File: src/rtl/run_ctrl_pkg.sv
// Shared definitions for the run controller: FSM state encoding and the
// halt/tohost value that marks a passing run.
package run_ctrl_pkg;

  typedef enum logic [1:0] {
    IDLE   = 2'd0,
    HOLD   = 2'd1,
    RUN    = 2'd2,
    FINISH = 2'd3
  } run_state_e;

  localparam logic [31:0] HALT_PASS_CODE = 32'h1;

endpackage

File: src/rtl/run_controller_sat_counter.sv
// Saturating up-counter: synchronous clear has priority, then increment,
// and the count sticks at all-ones instead of wrapping.
module sat_counter #(
  parameter int W = 8
) (
  input  logic         clk,
  input  logic         clr,
  input  logic         inc,
  output logic [W-1:0] q
);

  function automatic logic [W-1:0] sat_inc(input logic [W-1:0] v);
    return (v == '1) ? v : v + W'(1);
  endfunction

  always_ff @(posedge clk) begin
    if (clr) begin
      q <= '0;
    end else if (inc) begin
      q <= sat_inc(q);
    end
  end

endmodule

File: src/rtl/run_controller.sv
// Run controller: holds a CPU core in reset, releases it for a bounded run and
// reports halt/pass/timeout. Define RUN_CTRL_TOHOST_CHECK_EN to require halt_code==1 for pass.
module run_controller
  import run_ctrl_pkg::*;
#(
  parameter int RESET_CYCLES = 4,
  parameter int MAX_CYCLES   = 30,
  parameter int CNT_W        = 32
) (
  input  logic             clk,
  input  logic             reset,
  input  logic             start,
  input  logic             halt_valid,
  input  logic [31:0]      halt_code,
  output logic             core_reset,
  output logic             running,
  output logic             done,
  output logic             pass,
  output logic             timeout,
  output logic [CNT_W-1:0] cycle_count
);

  // One phase counter times both HOLD and the RUN budget; it must cover
  // MAX_CYCLES even when cycle_count is narrow and saturates early.
  localparam int BUD_W = (MAX_CYCLES > 1) ? $clog2(MAX_CYCLES + 1) : 1;
  localparam int PH_W  = (BUD_W > 8) ? BUD_W : 8;
  localparam logic [PH_W-1:0] HOLD_LAST = PH_W'(RESET_CYCLES - 1);
  localparam logic [PH_W-1:0] RUN_LAST  = PH_W'(MAX_CYCLES - 1);

  run_state_e      state, state_nxt;
  logic            done_nxt, pass_nxt, timeout_nxt;
  logic            cnt_clr;
  logic            halt_ok;
  logic [PH_W-1:0] phase_q;
  logic            phase_clr, phase_inc;
  logic            cyc_clr, cyc_inc;

`ifdef RUN_CTRL_TOHOST_CHECK_EN
  assign halt_ok = (halt_code == HALT_PASS_CODE);
`else
  logic unused_halt_code;
  assign unused_halt_code = ^(halt_code ^ HALT_PASS_CODE);
  assign halt_ok          = 1'b1;
`endif

  always_comb begin
    state_nxt   = state;
    done_nxt    = done;
    pass_nxt    = pass;
    timeout_nxt = timeout;
    cnt_clr     = 1'b0;
    case (state)
      IDLE, FINISH: begin
        if (start) begin
          state_nxt   = HOLD;
          done_nxt    = 1'b0;
          pass_nxt    = 1'b0;
          timeout_nxt = 1'b0;
          cnt_clr     = 1'b1;
        end
      end
      HOLD: begin
        if (phase_q == HOLD_LAST) begin
          state_nxt = RUN;
        end
      end
      RUN: begin
        // A halt on the last budget cycle still counts as a halt.
        if (halt_valid) begin
          state_nxt = FINISH;
          done_nxt  = 1'b1;
          pass_nxt  = halt_ok;
        end else if (phase_q == RUN_LAST) begin
          state_nxt   = FINISH;
          done_nxt    = 1'b1;
          timeout_nxt = 1'b1;
        end
      end
      default: state_nxt = IDLE;
    endcase
  end

  always_ff @(posedge clk) begin
    if (!reset) begin
      state   <= IDLE;
      done    <= 1'b0;
      pass    <= 1'b0;
      timeout <= 1'b0;
    end else begin
      state   <= state_nxt;
      done    <= done_nxt;
      pass    <= pass_nxt;
      timeout <= timeout_nxt;
    end
  end

  // Phase restarts from zero on every state change, so in RUN it holds
  // (run cycle - 1) and in HOLD it holds (hold cycle - 1).
  assign phase_clr = !reset || (state_nxt != state);
  assign phase_inc = (state == HOLD) || (state == RUN);

  sat_counter #(.W(PH_W)) u_phase (
    .clk (clk),
    .clr (phase_clr),
    .inc (phase_inc),
    .q   (phase_q)
  );

  assign cyc_clr = !reset || cnt_clr;
  assign cyc_inc = (state == RUN);

  sat_counter #(.W(CNT_W)) u_cycles (
    .clk (clk),
    .clr (cyc_clr),
    .inc (cyc_inc),
    .q   (cycle_count)
  );

  assign core_reset = (state != RUN);
  assign running    = (state == RUN);

endmodule
File: config.mk
export PLATFORM = sky130hd
export DESIGN_NAME = run_controller
export DESIGN_NICKNAME = d
export VERILOG_FILES = /design/src/rtl/run_ctrl_pkg.sv /design/src/rtl/run_controller_sat_counter.sv /design/src/rtl/run_controller.sv
export SDC_FILE = /design/constraint.sdc
export NUM_CORES = 1
export LEC_CHECK = 0
export ABC_AREA = 1
export CORE_UTILIZATION = 46
export CTS_BUF_LIST = sky130_fd_sc_hd__clkbuf_4 sky130_fd_sc_hd__clkbuf_8
export DETAILED_ROUTE_END_ITERATION = 12
export PLACE_DENSITY = 0.79
export SYNTH_ARGS = -nofsm -noshare
export SYNTH_HDL_FRONTEND = slang
export SYNTH_SLANG_ARGS = --single-unit
File: constraint.sdc
create_clock -name clk -period 1.6 [get_ports clk]
set_input_delay 0.32 -clock clk [delete_from_list [all_inputs] [get_ports clk]]
set_output_delay 0.32 -clock clk [all_outputs]
set_load 0.1 [all_outputs]
==> impl_results.md <==
* Status: complete, but fails checks
* Failing checks: setup timing
* Worst Hold Class: reg2reg
* CTS Buffer Depth at 2
* Port Buf Inserts at 40
* Synthesized area per cell at 6.38 µm²
* HPWL after DPL at 6020 µm
* Post-layout min period at 1.65 ns
* Residual DRC at 0
* Reg2Reg Setup Slack at -0.05 ns
* # rows at 28
* Final worst-path cycle share at 103%
* Leakage at 1.87 nW
* Crit path top cell by count: nor2_1
* DP Worst Slack at -0.0759 ns
* Placed Area at 4200 µm²
* Met2 Wirelength at 4730 µm
* Post-synthesis mux area share at 0%
* Synth Area in Compound Gates at 10.6%
* DR pass1 iterations at 5
* Filler cells at 356
* Clock sink total at 45
* Synth Area in XOR/XNOR at 4.92%
* Finished Layout Cells at 628
* Slew @ Worst Pin at 0.374 ns
* R2r startpoint: u_phase.q[0]
* # nets final at 595
* Height of the die at 80.7 µm
* Wire length on met3 at 811 µm
* Crit-path slowest cell: dfxtp_4
* Final setup vio count at 12
* CP top delay family: simple AND/OR/NAND/NOR gates
* Cell depth of the worst setup path at 11
* Via count at 3545
* Worst Hold Launch: timeout
* Overall power at 0.00217 W
* GP Congestion at 0.967
* Critical-path maximum fanout at 8
* Area grow syn2layout at 65.9%
* P per Cell Area at 460 nW/µm²
* Num CTS Buffers at 5
* WL/cell at 15.5 µm
* Share of layout cells above drive strength 1 at 42.3%
* Fmax at 606 MHz
* RSZ-0062 raised after global routing: yes
* Final Cell Area at 4730 µm²
* Slowest cell delay on critical path at 0.38 ns
* Post-route antenna net violation count at 0
* Worst skew pair latency at 0.30 ns
* CTS root buf: clkbuf_8
* Synth Area in Simple Gates at 41.2%
* Largest net degree at the start of global routing at 22
* Worst Hold Depth at 2
* Met1 WL at 3800 µm
* Slew headroom at 74.8%
* Max Cap Violations at 0
* Crit path from: u_phase.q[0]
* Antenna violations before repair at 0
* Crit path launch type: flip-flop
* Final WS setup at -0.0502 ns
* Fin. max-slew vios at 0
* Die area at 6510 µm²
* WHS at 0.514 ns
* CP Capture Type: flip-flop
* Synth Register Bits at 45
* Routed vias/inst at 5.64
* Yosys warns at 0
* Gr usage total at 26.9%
* VDD IR-drop max at 456 µV
* Reg clk slew, reported paths at 0.09 ns
* 1st-iter DRT viols at 276
* Area of the mapped netlist at 2850 µm²
* Adder-cell area share of the yosys netlist at 3.07%
* Skew final at 0.00832 ns
* Syn Nets at 490
* Top layer in use: met4
* Starting density of the core at 47.9%
* Vias in the first global route at 3066
* CP Class: reg2reg
* Data arrival, critical path at 1.89 ns
* Largest family of logic cells by synthesized area: simple AND/OR/NAND/NOR gates
* Synth unique cells at 34
* CP required at 1.84 ns
* Syn Inst Count at 447
* Core Region at 5960 µm²
* Io pins at 73
* Post-synthesis sequential area ratio at 31.6%
* Worst R2R Path Depth at 11
* # diodes at 0
* Die width at 80.7 µm
* Gr ovfl total at 0
* Hold buffer count at CTS at 0
* WL final at 9700 µm
* Placed instance count at 603
* H-tree levels at 2
* Critical path buffers and inverters at 1
* CP Cell Sequence: ha_4 -> nand2_1 -> nor2_1 -> nor2_1 -> nor2_2 -> buf_4 -> nand3_2 -> nand2_1 -> nor2_2 -> nand2_4 -> nor2_1
* Hold Violations, Final at 0
* First-pass GRT wire length at 13700 µm
* TritonCTS clock tree: done
-- area by class of cell --
class                           count  area [µm²]  share of cell area, %
Timing Repair Buffer              107        1370                   29.0
Tap cell                           75        93.8                   1.98
Multi-Input combinational cell    343        1970                   41.7
Clock buffer                        8        91.3                   1.93
Sequential cell                    45        1000                   21.2
Inverter                           50         194                   4.10
-- worst reg2reg max path, stage by stage (launching register included) --
cell	delay, ns
dfxtp_4	0.38
ha_4	0.18
nand2_1	0.10
nor2_1	0.05
nor2_1	0.14
nor2_2	0.08
buf_4	0.14
nand3_2	0.05
nand2_1	0.07
nor2_2	0.14
nand2_4	0.13
nor2_1	0.13
-- per-stage QoR --
step                      util [%]  TNS, ns
final                         79.4   -0.364
after detailed placement      70.5   -0.631
after CTS                     73.5  -0.0156
after global routing          79.4    -3.03
after global placement        70.5   -0.256
after floorplan                  -   -11.38
-- worst paths after layout --
kind	end
worst min register to register	timeout
worst max-delay path	u_phase.q[1]
worst max register to register	u_phase.q[1]
worst min-delay path	timeout
-- logic make-up (layout without fill, tap and decap cells) --
family,after synthesis,in the layout
AOI/OAI and AO/OA,51,51
xor gates and xnor gates,16,16
adders and majority gates,7,7
buffers and inverters,59,165
DFF,45,45
and+or+nand+nor,269,269
-- power by group --
group	internal [W]	switching (W)
clock	0.000363	0.000401
sequential	0.00110	0.0000171
combinational	0.000120	0.000176
total	0.00158	0.000594
-- cells in the final DEF (no fill, tap or decap), types with 16 or more instances in the layout --
cell type | Yosys | final
a21oi_1 | 21 | 16
buf_12 | 0 | 40
buf_4 | 1 | 59
dfxtp_2 | 0 | 18
dfxtp_4 | 0 | 21
inv_1 | 49 | 43
nand2_1 | 139 | 122
nor2_1 | 71 | 53
-- metal layers --
layer	global-route usage, %	vias up
met2	46.5	237
li1	-	1634
met1	33.3	1631
met5	0	-
met4	11.3	0
met3	3.75	43
-- cell usage after synthesis, drive strengths merged --
master	number	area, µm²
nand2	144	558
o21ai	17	85.1
nor4	2	27.5
inv	50	188
a21boi	1	7.51
and2	1	6.26
nor3	17	90.1
clkbuf	4	15.0
nand3b	5	37.5
a211oi	1	7.51
nand4	8	50.1
a21oi	31	193
a221oi	1	8.76
nand3	14	70.1
buf	5	43.8
nor2	74	304
xnor2	4	35.0
nor3b	4	30.0
dfxtp	45	901
xor2	12	105
ha	7	87.6
-- timing repair --
action / CTS / global route
pin swaps: 2 / 30
gates cloned: 1 / 2
resized for setup: 13 / 74
setup endpoints to repair: 13 / 40
buffers inserted: 3 / 11
-- registers in the layout, indices dropped and copies added, names as in the netlist --
signal / count
u_cycles.q: 32
u_phase.q: 8
state: 2
done: 1
pass: 1
timeout: 1
Note: power is estimated with default switching activity, not from simulation.
